File: config.mk
export PLATFORM = sky130hd
export DESIGN_NAME = instr_fetch
export DESIGN_NICKNAME = d
export VERILOG_FILES = /design/src/rtl/instr_fetch.sv
export SDC_FILE = /design/constraint.sdc
export NUM_CORES = 1
export LEC_CHECK = 0
export ABC_AREA = 1
export CAP_MARGIN = 40
export CORE_ASPECT_RATIO = 2
export CORE_MARGIN = 2
export CORE_UTILIZATION = 37
export DETAILED_ROUTE_END_ITERATION = 10
export PLACE_DENSITY = 0.76
export REMOVE_ABC_BUFFERS = 1
export SKIP_LAST_GASP = 1
export SYNTH_ARGS = -nofsm -noshare
export SYNTH_HDL_FRONTEND = slang
export SYNTH_SLANG_ARGS = --single-unit
File: constraint.sdc
create_clock -name clk -period 1.7 [get_ports clk]
set_input_delay 0.34 -clock clk [delete_from_list [all_inputs] [get_ports clk]]
set_output_delay 0.34 -clock clk [all_outputs]
set_load 0.005 [all_outputs]
File: src/rtl/instr_fetch.sv
`default_nettype none
// ============================================================================
// Module   : instr_fetch
// Desc     : Instruction fetch stage. Accepts a fetch address on a one-cycle
//            start pulse, performs a req/ack read of instruction memory and
//            presents the word plus its PC to decode over valid/ready.
//            Misaligned, out-of-range and unanswered fetches raise a sticky
//            fault that only rstn clears.
//            Optional macro IFETCH_ILLEGAL_CHECK_EN: fault (cause 100) on a
//            returned word whose low two bits are not 2'b11.
// Revision : 1.0 - initial release
// ============================================================================
module instr_fetch #(
    parameter logic [31:0] IMEM_BASE = 32'h01000000,
    parameter logic [31:0] IMEM_LAST = 32'h010007FC,
    parameter int unsigned TIMEOUT   = 15
) (
    input  logic        clk,
    input  logic        rstn,
    input  logic        fetch_start,
    input  logic [31:0] pc_addr,
    input  logic        flush,
    output logic        mem_req,
    output logic [31:0] mem_addr,
    input  logic        mem_ack,
    input  logic [31:0] mem_rdata,
    output logic        instr_valid,
    input  logic        instr_ready,
    output logic [31:0] instr,
    output logic [31:0] instr_pc,
    output logic        busy,
    output logic        fault,
    output logic [2:0]  fault_cause
);

    typedef enum logic [1:0] {
        S_IDLE  = 2'd0,
        S_REQ   = 2'd1,
        S_HOLD  = 2'd2,
        S_FAULT = 2'd3
    } state_t;

    localparam logic [31:0] c_NOP           = 32'h00000013;
    localparam logic [3:0]  c_COUNT_LAST    = 4'(TIMEOUT - 1);
    localparam logic [2:0]  c_CAUSE_ALIGN   = 3'b001;
    localparam logic [2:0]  c_CAUSE_RANGE   = 3'b010;
    localparam logic [2:0]  c_CAUSE_TIMEOUT = 3'b011;
`ifdef IFETCH_ILLEGAL_CHECK_EN
    localparam logic [2:0]  c_CAUSE_ILLEGAL = 3'b100;
`endif

    state_t      r_state,       w_state;
    logic        r_mem_req,     w_mem_req;
    logic [31:0] r_mem_addr,    w_mem_addr;
    logic [31:0] r_instr,       w_instr;
    logic [31:0] r_instr_pc,    w_instr_pc;
    logic        r_instr_valid, w_instr_valid;
    logic        r_fault,       w_fault;
    logic [2:0]  r_fault_cause, w_fault_cause;
    logic [3:0]  r_count,       w_count;
    logic        r_drop,        w_drop;
    logic        r_busy,        w_busy;

    // A flush arriving on the ack cycle itself also discards that word.
    logic        w_drop_now;
    assign w_drop_now = r_drop | flush;

    // State and datapath registers; rstn abandons any in-flight request at once.
    always_ff @(posedge clk or negedge rstn) begin
        if (!rstn) begin
            r_state       <= S_IDLE;
            r_mem_req     <= 1'b0;
            r_mem_addr    <= IMEM_BASE;
            r_instr       <= c_NOP;
            r_instr_pc    <= 32'h0;
            r_instr_valid <= 1'b0;
            r_fault       <= 1'b0;
            r_fault_cause <= 3'b000;
            r_count       <= 4'd0;
            r_drop        <= 1'b0;
            r_busy        <= 1'b0;
        end else begin
            r_state       <= w_state;
            r_mem_req     <= w_mem_req;
            r_mem_addr    <= w_mem_addr;
            r_instr       <= w_instr;
            r_instr_pc    <= w_instr_pc;
            r_instr_valid <= w_instr_valid;
            r_fault       <= w_fault;
            r_fault_cause <= w_fault_cause;
            r_count       <= w_count;
            r_drop        <= w_drop;
            r_busy        <= w_busy;
        end
    end

    // Next-state and next-output decode; every value holds unless changed below.
    always_comb begin
        w_state       = r_state;
        w_mem_req     = r_mem_req;
        w_mem_addr    = r_mem_addr;
        w_instr       = r_instr;
        w_instr_pc    = r_instr_pc;
        w_instr_valid = r_instr_valid;
        w_fault       = r_fault;
        w_fault_cause = r_fault_cause;
        w_count       = r_count;
        w_drop        = r_drop;

        case (r_state)
            S_IDLE: begin
                if (fetch_start && !flush) begin
                    if (pc_addr[1:0] != 2'b00) begin
                        w_fault       = 1'b1;
                        w_fault_cause = c_CAUSE_ALIGN;
                        w_state       = S_FAULT;
                    end else if ((pc_addr < IMEM_BASE) || (pc_addr > IMEM_LAST)) begin
                        w_fault       = 1'b1;
                        w_fault_cause = c_CAUSE_RANGE;
                        w_state       = S_FAULT;
                    end else begin
                        w_mem_addr = pc_addr;
                        w_mem_req  = 1'b1;
                        w_count    = 4'd0;
                        w_drop     = 1'b0;
                        w_state    = S_REQ;
                    end
                end
            end

            S_REQ: begin
                if (mem_ack) begin
                    w_instr    = mem_rdata;
                    w_instr_pc = r_mem_addr;
                    w_mem_req  = 1'b0;
                    w_drop     = 1'b0;
                    if (w_drop_now) begin
                        w_state = S_IDLE;
                    end else begin
`ifdef IFETCH_ILLEGAL_CHECK_EN
                        if (mem_rdata[1:0] != 2'b11) begin
                            w_fault       = 1'b1;
                            w_fault_cause = c_CAUSE_ILLEGAL;
                            w_state       = S_FAULT;
                        end else begin
                            w_instr_valid = 1'b1;
                            w_state       = S_HOLD;
                        end
`else
                        w_instr_valid = 1'b1;
                        w_state       = S_HOLD;
`endif
                    end
                end else if (r_count == c_COUNT_LAST) begin
                    w_mem_req     = 1'b0;
                    w_fault       = 1'b1;
                    w_fault_cause = c_CAUSE_TIMEOUT;
                    w_state       = S_FAULT;
                end else begin
                    w_count = r_count + 4'd1;
                    w_drop  = w_drop_now;
                end
            end

            S_HOLD: begin
                if (flush || instr_ready) begin
                    w_instr_valid = 1'b0;
                    w_state       = S_IDLE;
                end
            end

            S_FAULT: begin
                w_mem_req     = 1'b0;
                w_instr_valid = 1'b0;
                w_fault       = 1'b1;
            end

            default: begin
                w_state = S_IDLE;
            end
        endcase

        w_busy = (w_state == S_REQ) || (w_state == S_HOLD);
    end

    assign mem_req     = r_mem_req;
    assign mem_addr    = r_mem_addr;
    assign instr       = r_instr;
    assign instr_pc    = r_instr_pc;
    assign instr_valid = r_instr_valid;
    assign fault       = r_fault;
    assign fault_cause = r_fault_cause;
    assign busy        = r_busy;

endmodule
`default_nettype wire
==> results of run 1 <==
-- cells by family (layout without fill, tap and decap cells) --
logic type	Yosys count	after routing	synth area share
adders and majority gates	2	2	0.00567
xor gates and xnor gates	1	1	0.00198
other	1	2	0.000850
and+or+nand+nor	294	294	0.272
buffers and inverters	59	251	0.0573
DFF	109	109	0.619
AOI/OAI and AO/OA	35	35	0.0428
-- synth_stat cells --
cell type | instances | area, um^2
a21oi_1 | 1 | 5.00
a21oi_4 | 1 | 16.3
and2_0 | 1 | 6.26
buf_2 | 4 | 20.0
buf_4 | 3 | 22.5
buf_6 | 2 | 22.5
clkbuf_1 | 9 | 33.8
conb_1 | 1 | 3.75
dfrtp_1 | 105 | 2630
dfstp_2 | 4 | 105
ha_1 | 2 | 25.0
inv_1 | 38 | 143
inv_2 | 3 | 11.3
nand2_1 | 215 | 807
nand2_2 | 2 | 12.5
nand2_4 | 1 | 11.3
nand3_1 | 13 | 65.1
nand4_1 | 3 | 18.8
nand4_4 | 1 | 21.3
nor2_1 | 46 | 173
nor2_2 | 4 | 25.0
nor2_4 | 2 | 22.5
nor3_1 | 3 | 15.0
nor4_2 | 1 | 12.5
o211ai_1 | 1 | 7.51
o21ai_0 | 28 | 140
o21ai_1 | 4 | 20.0
or2_2 | 2 | 12.5
xor2_1 | 1 | 8.76
-- power by group through the flow --
stage               Clock, W  Combinational, W  Sequential, W
floorplan                  0           0.00127        0.00390
global placement           0           0.00345        0.00385
detailed placement         0           0.00353        0.00390
CTS                  0.00222           0.00353        0.00385
global route         0.00231           0.00392        0.00395
finish               0.00215           0.00349        0.00385
-- metal layers --
layer  global-route usage  routed length [um]  up-vias  part of all wire
met5                    0                   0        -                 0
met4                0.132                 843        0             0.067
met3               0.0289                 383       51             0.031
met2                0.349                6870      126              0.55
met1                0.212                4430     1841              0.35
li1                     -                   -     1906                 -
-- cell type report --
type / count / area share
Sequential cell: 109 / 0.392
Timing Repair Buffer: 194 / 0.298
Multi-Input combinational cell: 333 / 0.217
Clock buffer: 12 / 0.0367
Tap cell: 145 / 0.0260
Inverter: 41 / 0.0220
Clock inverter: 4 / 0.00788
Antenna cell: 1 / 0.000358
-- sequential cells by signal, indices dropped and copies added, names as in the netlist --
signal / cells
instr: 32
fault_cause: 2
instr_valid: 1
r_state: 2
r_drop: 1
instr_pc: 32
busy: 1
r_count: 4
fault: 1
mem_req: 1
mem_addr: 32
-- per-stage QoR --
step	total power, W	std cells	hold WS (ns)	setup TNS [ns]
final	0.00949	839	0.267	0
after global routing	0.0102	839	0.276	-0.0196
after CTS	0.00960	834	0.465	-0.0349
after detailed placement	0.00743	817	0.330	-18.41
after global placement	0.00730	817	0.327	-16.80
after floorplan	0.00517	483	0.0444	-22.27
-- what timing repair did --
action	in CTS	in global routing
resized for setup	7	60
hold buffers	1	0
hold endpoints to repair	33	0
setup buffers	0	1
cloned	0	3
pin swaps	0	32
endpoints found under the setup margin	23	41
-- worst paths after layout --
path | from | endpoint | slack [ns] | cells past startpoint
worst max-delay path | mem_addr[7]$_DFFE_PN0P_ | mem_addr[7] | 0.06 | 1
worst min-delay path | pc_addr[7] | mem_addr[7]$_DFFE_PN0P_ | 0.27 | 3
worst max register to register | r_state[0]$_DFF_PN0_ | r_drop$_DFFE_PN0P_ | 0.10 | 6
worst min register to register | instr[4]$_DFFE_PN1P_ | instr[4]$_DFFE_PN1P_ | 0.46 | 2
max in group asynchronous | rstn | mem_addr[24]$_DFFE_PN1P_ | 0.79 | 3
min in group asynchronous | rstn | r_state[0]$_DFF_PN0_ | 0.51 | 3
-- cell usage in the layout (no fill, tap or decap), drive strengths merged --
cell type	n
clkinvlp	1
nand4	4
dlygate4sd2	4
diode	1
ha	2
nor4	1
dlygate4sd3	1
o211ai	1
clkdlybuf4s50	140
clkbuf	15
dfrtp	105
o21ai	32
inv	42
clkinv	1
conb	1
nor3	3
a21oi	2
buf	20
or2	2
nor2	52
and2	1
xor2	1
nand2	218
dfstp	4
bufinv	1
dlymetal6s2s	26
nand3	13
==> results.json, run 1 <==
{
  "overflow": 0,
  "coreArea_mm2": 0.0117,
  "area_delta_synth_final_pct": 58.2,
  "setup.worst_path.start_class": "register",
  "p_sw_w": 0.00300,
  "antenna_found_initial": 1,
  "cts_buffers": 9,
  "syn_area_mm2": 0.00441,
  "syn_inst": 501,
  "regArea_mm2": 0.00273,
  "clockPowerShare": 0.227,
  "cts.path.max_buffers": 2,
  "postLayoutCoreUtil": 0.597,
  "drt_iter0_markers": 132,
  "finalSetupViolCount": 0,
  "status": "complete, no violations",
  "critPathMaxFanout": 3,
  "hpwl_um": 9480,
  "via_per_inst": 4.68,
  "start_util": 0.377,
  "p_seq_frac": 0.406,
  "path_buf_inv": 1,
  "wl_per_cell_um": 14.9,
  "final.min_clock_period_ns": 1.64,
  "critPathKind": "register to primary output",
  "drt.antenna.violating_nets": 0,
  "clock_latency_ns": 0.34,
  "n_fill_cell": 970,
  "finalClockSkew_ns": 0.0111,
  "clock_sinks": 109,
  "die_w_um": 81.2,
  "final_nets": 760,
  "critPathCaptureType": "primary output",
  "combPwrFrac": 0.368,
  "grt_max_degree": 74,
  "io_buffers": 171,
  "ioPinCount": 173,
  "required_ns": 1.36,
  "cts-root-buf": "clkbuf_16",
  "route.detailed.drc": 0,
  "drive_above_1_share": 0.128,
  "power.share.switching": 0.316,
  "ys_ff_latch": 109,
  "worst_slack_ns": 0.0611,
  "period_share": 0.964,
  "routabilityCongestion": 0.900,
  "slowest_stage": "clkdlybuf4s50_1",
  "grt.total_usage": 0.197,
  "p_int_w": 0.00649,
  "crit_arrival_ns": 1.30,
  "grt_pass1_vias": 4017,
  "cp_top_family": "buffers and inverters",
  "num_vias": 3924,
  "clkTransAtPathRegs_ns": 0.07,
  "drtPass1Iterations": 4,
  "multiInputGateArea_mm2": 0.00152,
  "htree_levels": 3,
  "fp.dieH_um": 158,
  "path_cells": "clkdlybuf4s50_1",
  "final_hold_viol_count": 0,
  "min_path_type": "input port to register",
  "maxCapViolCount": 0,
  "dp_slack_ns": -0.405,
  "power.density_mw_per_mm2": 1360,
  "rows": 56,
  "ir_drop_v": 0.000819,
  "grt_pass1_wl_um": 19300,
  "yosysSeqAreaShare": 0.619,
  "synth_warnings": 0,
  "fmax_mhz": 610,
  "die_area_mm2": 0.0129,
  "yosysUniqueCellTypes": 29,
  "cp_slowest_stage_delay_ns": 0.56,
  "design_area_mm2": 0.00698,
  "avgSynthCellArea_um2": 8.81,
  "postRouteWirelength_um": 12500,
  "final_max_slew_viol_count": 0,
  "p_leak_nw": 3.63,
  "cts_tree": "done",
  "place_area_mm2": 0.00640
}
No activity file was read; power rests on OpenSTA's default activity.
==> inputs of run 2 (changes only) <==
- ABC_AREA: 1 -> not set
- ABC_CLOCK_PERIOD_IN_PS: not set -> 1700
- PLACE_DENSITY: 0.76 -> 0.77
==> run 2 against run 1 <==
Effect of this change: the run now ends with negative setup slack left; sequential power shrank 12%; setup slack worse by 0.19 ns; synthesized area is 5.1% lower; final area decreased by 0.34%; combinational power shrank 24%; worst hold slack improved by 0.16 ns; register-to-register slack got worse by 0.23 ns.
==> results.json, run 2 <==
{
  "n_fill_cell": 893,
  "clock_sinks": 109,
  "hpwl_um": 6670,
  "dr.max_layer_used": "met4",
  "final.min_clock_period_ns": 1.83,
  "yosysSeqAreaShare": 0.652,
  "drt_iter0_markers": 143,
  "cts_buffers": 9,
  "cts-root-buf": "clkbuf_16",
  "num_vias": 3043,
  "fmax_mhz": 546,
  "final_nets": 569,
  "ys_ff_latch": 109,
  "via_per_inst": 4.73,
  "route.detailed.drc": 0,
  "final_max_slew_viol_count": 0,
  "syn_inst": 286,
  "mostFrequentLayoutCells": "156 x clkdlybuf4s50_1, 105 x dfrtp_1, 64 x mux2_2",
  "antenna_cells": 0,
  "synth-edff-count": 0,
  "worst_slack_ns": -0.133,
  "period_share": 1.08,
  "finalSetupViolCount": 20,
  "violations": "negative setup slack",
  "finalClockSkew_ns": 0.00827,
  "synth.largest_area_cell": "dfrtp_1",
  "yosysUniqueCellTypes": 39,
  "power.density_mw_per_mm2": 1190,
  "place_area_mm2": 0.00627,
  "io_buffers": 171,
  "maxCapViolCount": 0,
  "clock_latency_ns": 0.34,
  "ioPinCount": 173,
  "critPathMaxFanout": 5,
  "synth_warnings": 0,
  "setup.worst_path.start_class": "input port",
  "min_path_type": "input port to async pin",
  "crit_arrival_ns": 2.05,
  "area_delta_synth_final_pct": 66.1,
  "yosys_most_used_dff": "dfrtp_1",
  "drive_above_1_share": 0.309,
  "die_w_um": 79.2,
  "drt.antenna.violating_nets": 0,
  "clkTransAtPathRegs_ns": 0.08,
  "fp.dieH_um": 154,
  "cts.path.max_buffers": 2,
  "routabilityCongestion": 0.818,
  "critPathKind": "input port to register",
  "wl_met3_um": 1110,
  "timing.critical_path.from": "flush",
  "ir_drop_v": 0.000932,
  "design_area_mm2": 0.00696,
  "grt_max_degree": 52,
  "start_util": 0.376,
  "power.total_w": 0.00828,
  "syn_area_mm2": 0.00419,
  "status": "finished with violations",
  "async_flop_share": 1.00,
  "final_common_cell": "clkdlybuf4s50_1",
  "grt_pass1_vias": 3241,
  "grt_pass1_wl_um": 16000,
  "synth_commonest_cells": "105 x dfrtp_1, 73 x mux2_2, 24 x nor2b_1",
  "coreArea_mm2": 0.0111,
  "avgSynthCellArea_um2": 14.6,
  "rows": 55,
  "htree_levels": 3,
  "synth_top_area_frac": 0.627,
  "die_area_mm2": 0.0122,
  "rsz0062_at_grt": "true",
  "antenna_found_initial": 0,
  "required_ns": 1.92,
  "yosysMostFrequentCell": "dfrtp_1",
  "synth_area_leaders": "dfrtp_1 63%, mux2_2 20%, nor2b_1 3.6%, dfstp_2 2.5%, buf_2 1.1%",
  "critPathCaptureType": "register",
  "r2r_start": "r_state[0]$_DFF_PN0_",
  "overflow": 0,
  "grt.total_usage": 0.165,
  "wl_met1_um": 4280,
  "final_hold_viol_count": 0,
  "cts_tree": "done",
  "wl_per_cell_um": 15.6,
  "p_leak_nw": 3.20,
  "postRouteWirelength_um": 10100,
  "wl_met2_um": 4540,
  "drtPass1Iterations": 4
}
==> run 2: area by class of cell <==
class	count	area (um^2)	area share
Timing Repair Buffer	212	2180	0.313
Sequential cell	109	2730	0.393
Tap cell	142	178	0.0255
Clock buffer	11	243	0.0349
Multi-Input combinational cell	162	1530	0.220
Inverter	3	11.3	0.00162
Clock inverter	5	83.8	0.0120
==> run 2: metal layers <==
layer	track usage	up-vias
li1	-	1414
met1	0.214	1474
met2	0.251	146
met3	0.0683	9
met4	0.0517	0
met5	0	-
==> run 2: timing repair <==
| item | 4_1_cts | 5_1_grt |
|---|---|---|
| gates cloned | 2 | 1 |
| pin swaps | 9 | 3 |
| gates resized for setup | 35 | 23 |
| buffers inserted | 6 | 5 |
| hold endpoints to repair | 18 | 0 |
| hold buffers | 1 | 0 |
| endpoints found under the setup margin | 37 | 42 |
==> run 2: worst max-delay path: stages <==
cell and delay (ns):
clkdlybuf4s50_1 0.42, or4b_4 0.53, nor3_4 0.19, buf_6 0.15
buf_12 0.12, mux2_4 0.29
==> run 2: final timing paths <==
| path | endpoint | slack (ns) | cells after the start |
|---|---|---|---|
| hold reg to reg | mem_req$_DFFE_PN0P_ | 0.49 | 1 |
| min in group clk | mem_req$_DFFE_PN0P_ | 0.49 | 1 |
| setup reg to reg | mem_addr[7]$_DFFE_PN0P_ | -0.13 | 5 |
| hold / removal | r_count[2]$_DFFE_PN0P_ | 0.42 | 2 |
| setup / recovery | mem_addr[7]$_DFFE_PN0P_ | -0.13 | 6 |
| max in group asynchronous | mem_addr[24]$_DFFE_PN1P_ | 0.67 | 3 |
==> run 2: report_power, final <==
group	internal (W)	total, W	leakage, nW	switching, W
logic	0.00172	0.00266	1.62	0.000945
clock network	0.00134	0.00225	0.152	0.000912
registers	0.00312	0.00337	1.43	0.000247
==> run 2: cell families (layout without fill, tap and decap cells) <==
family                   Yosys count  in the layout  synth area share
flip-flops                       109            109             0.652
multiplexers                      73             73             0.196
AND/OR/NAND/NOR                   67             67            0.0932
AO/OA/AOI/OAI                     18             18            0.0296
buffers and inverters             15            231            0.0197
adder cells (fa/ha/maj)            2              2           0.00597
other                              1              1          0.000895
XOR/XNOR                           1              1           0.00209
==> run 2: metrics by stage <==
stage | util | TNS (ns) | std cells | hold WS (ns) | setup slack (ns)
global placement | 0.563 | -21.63 | 614 | 0.247 | -0.535
floorplan | - | -78.01 | 274 | 0.0444 | -0.917
CTS | 0.610 | -1.65 | 639 | 0.423 | -0.104
finish | 0.624 | -1.60 | 644 | 0.423 | -0.133
global route | 0.624 | -2.90 | 644 | 0.442 | -0.223
detailed placement | 0.563 | -22.28 | 614 | 0.252 | -0.588
==> inputs of run 3 (changes only) <==
- ABC_AREA: not set -> 1
- CAP_MARGIN: 40 -> 25
- PLACE_DENSITY: 0.77 -> 0.76
==> results of run 3 <==
Same layout as run 1: the final DEF is identical, and so are final timing and power.
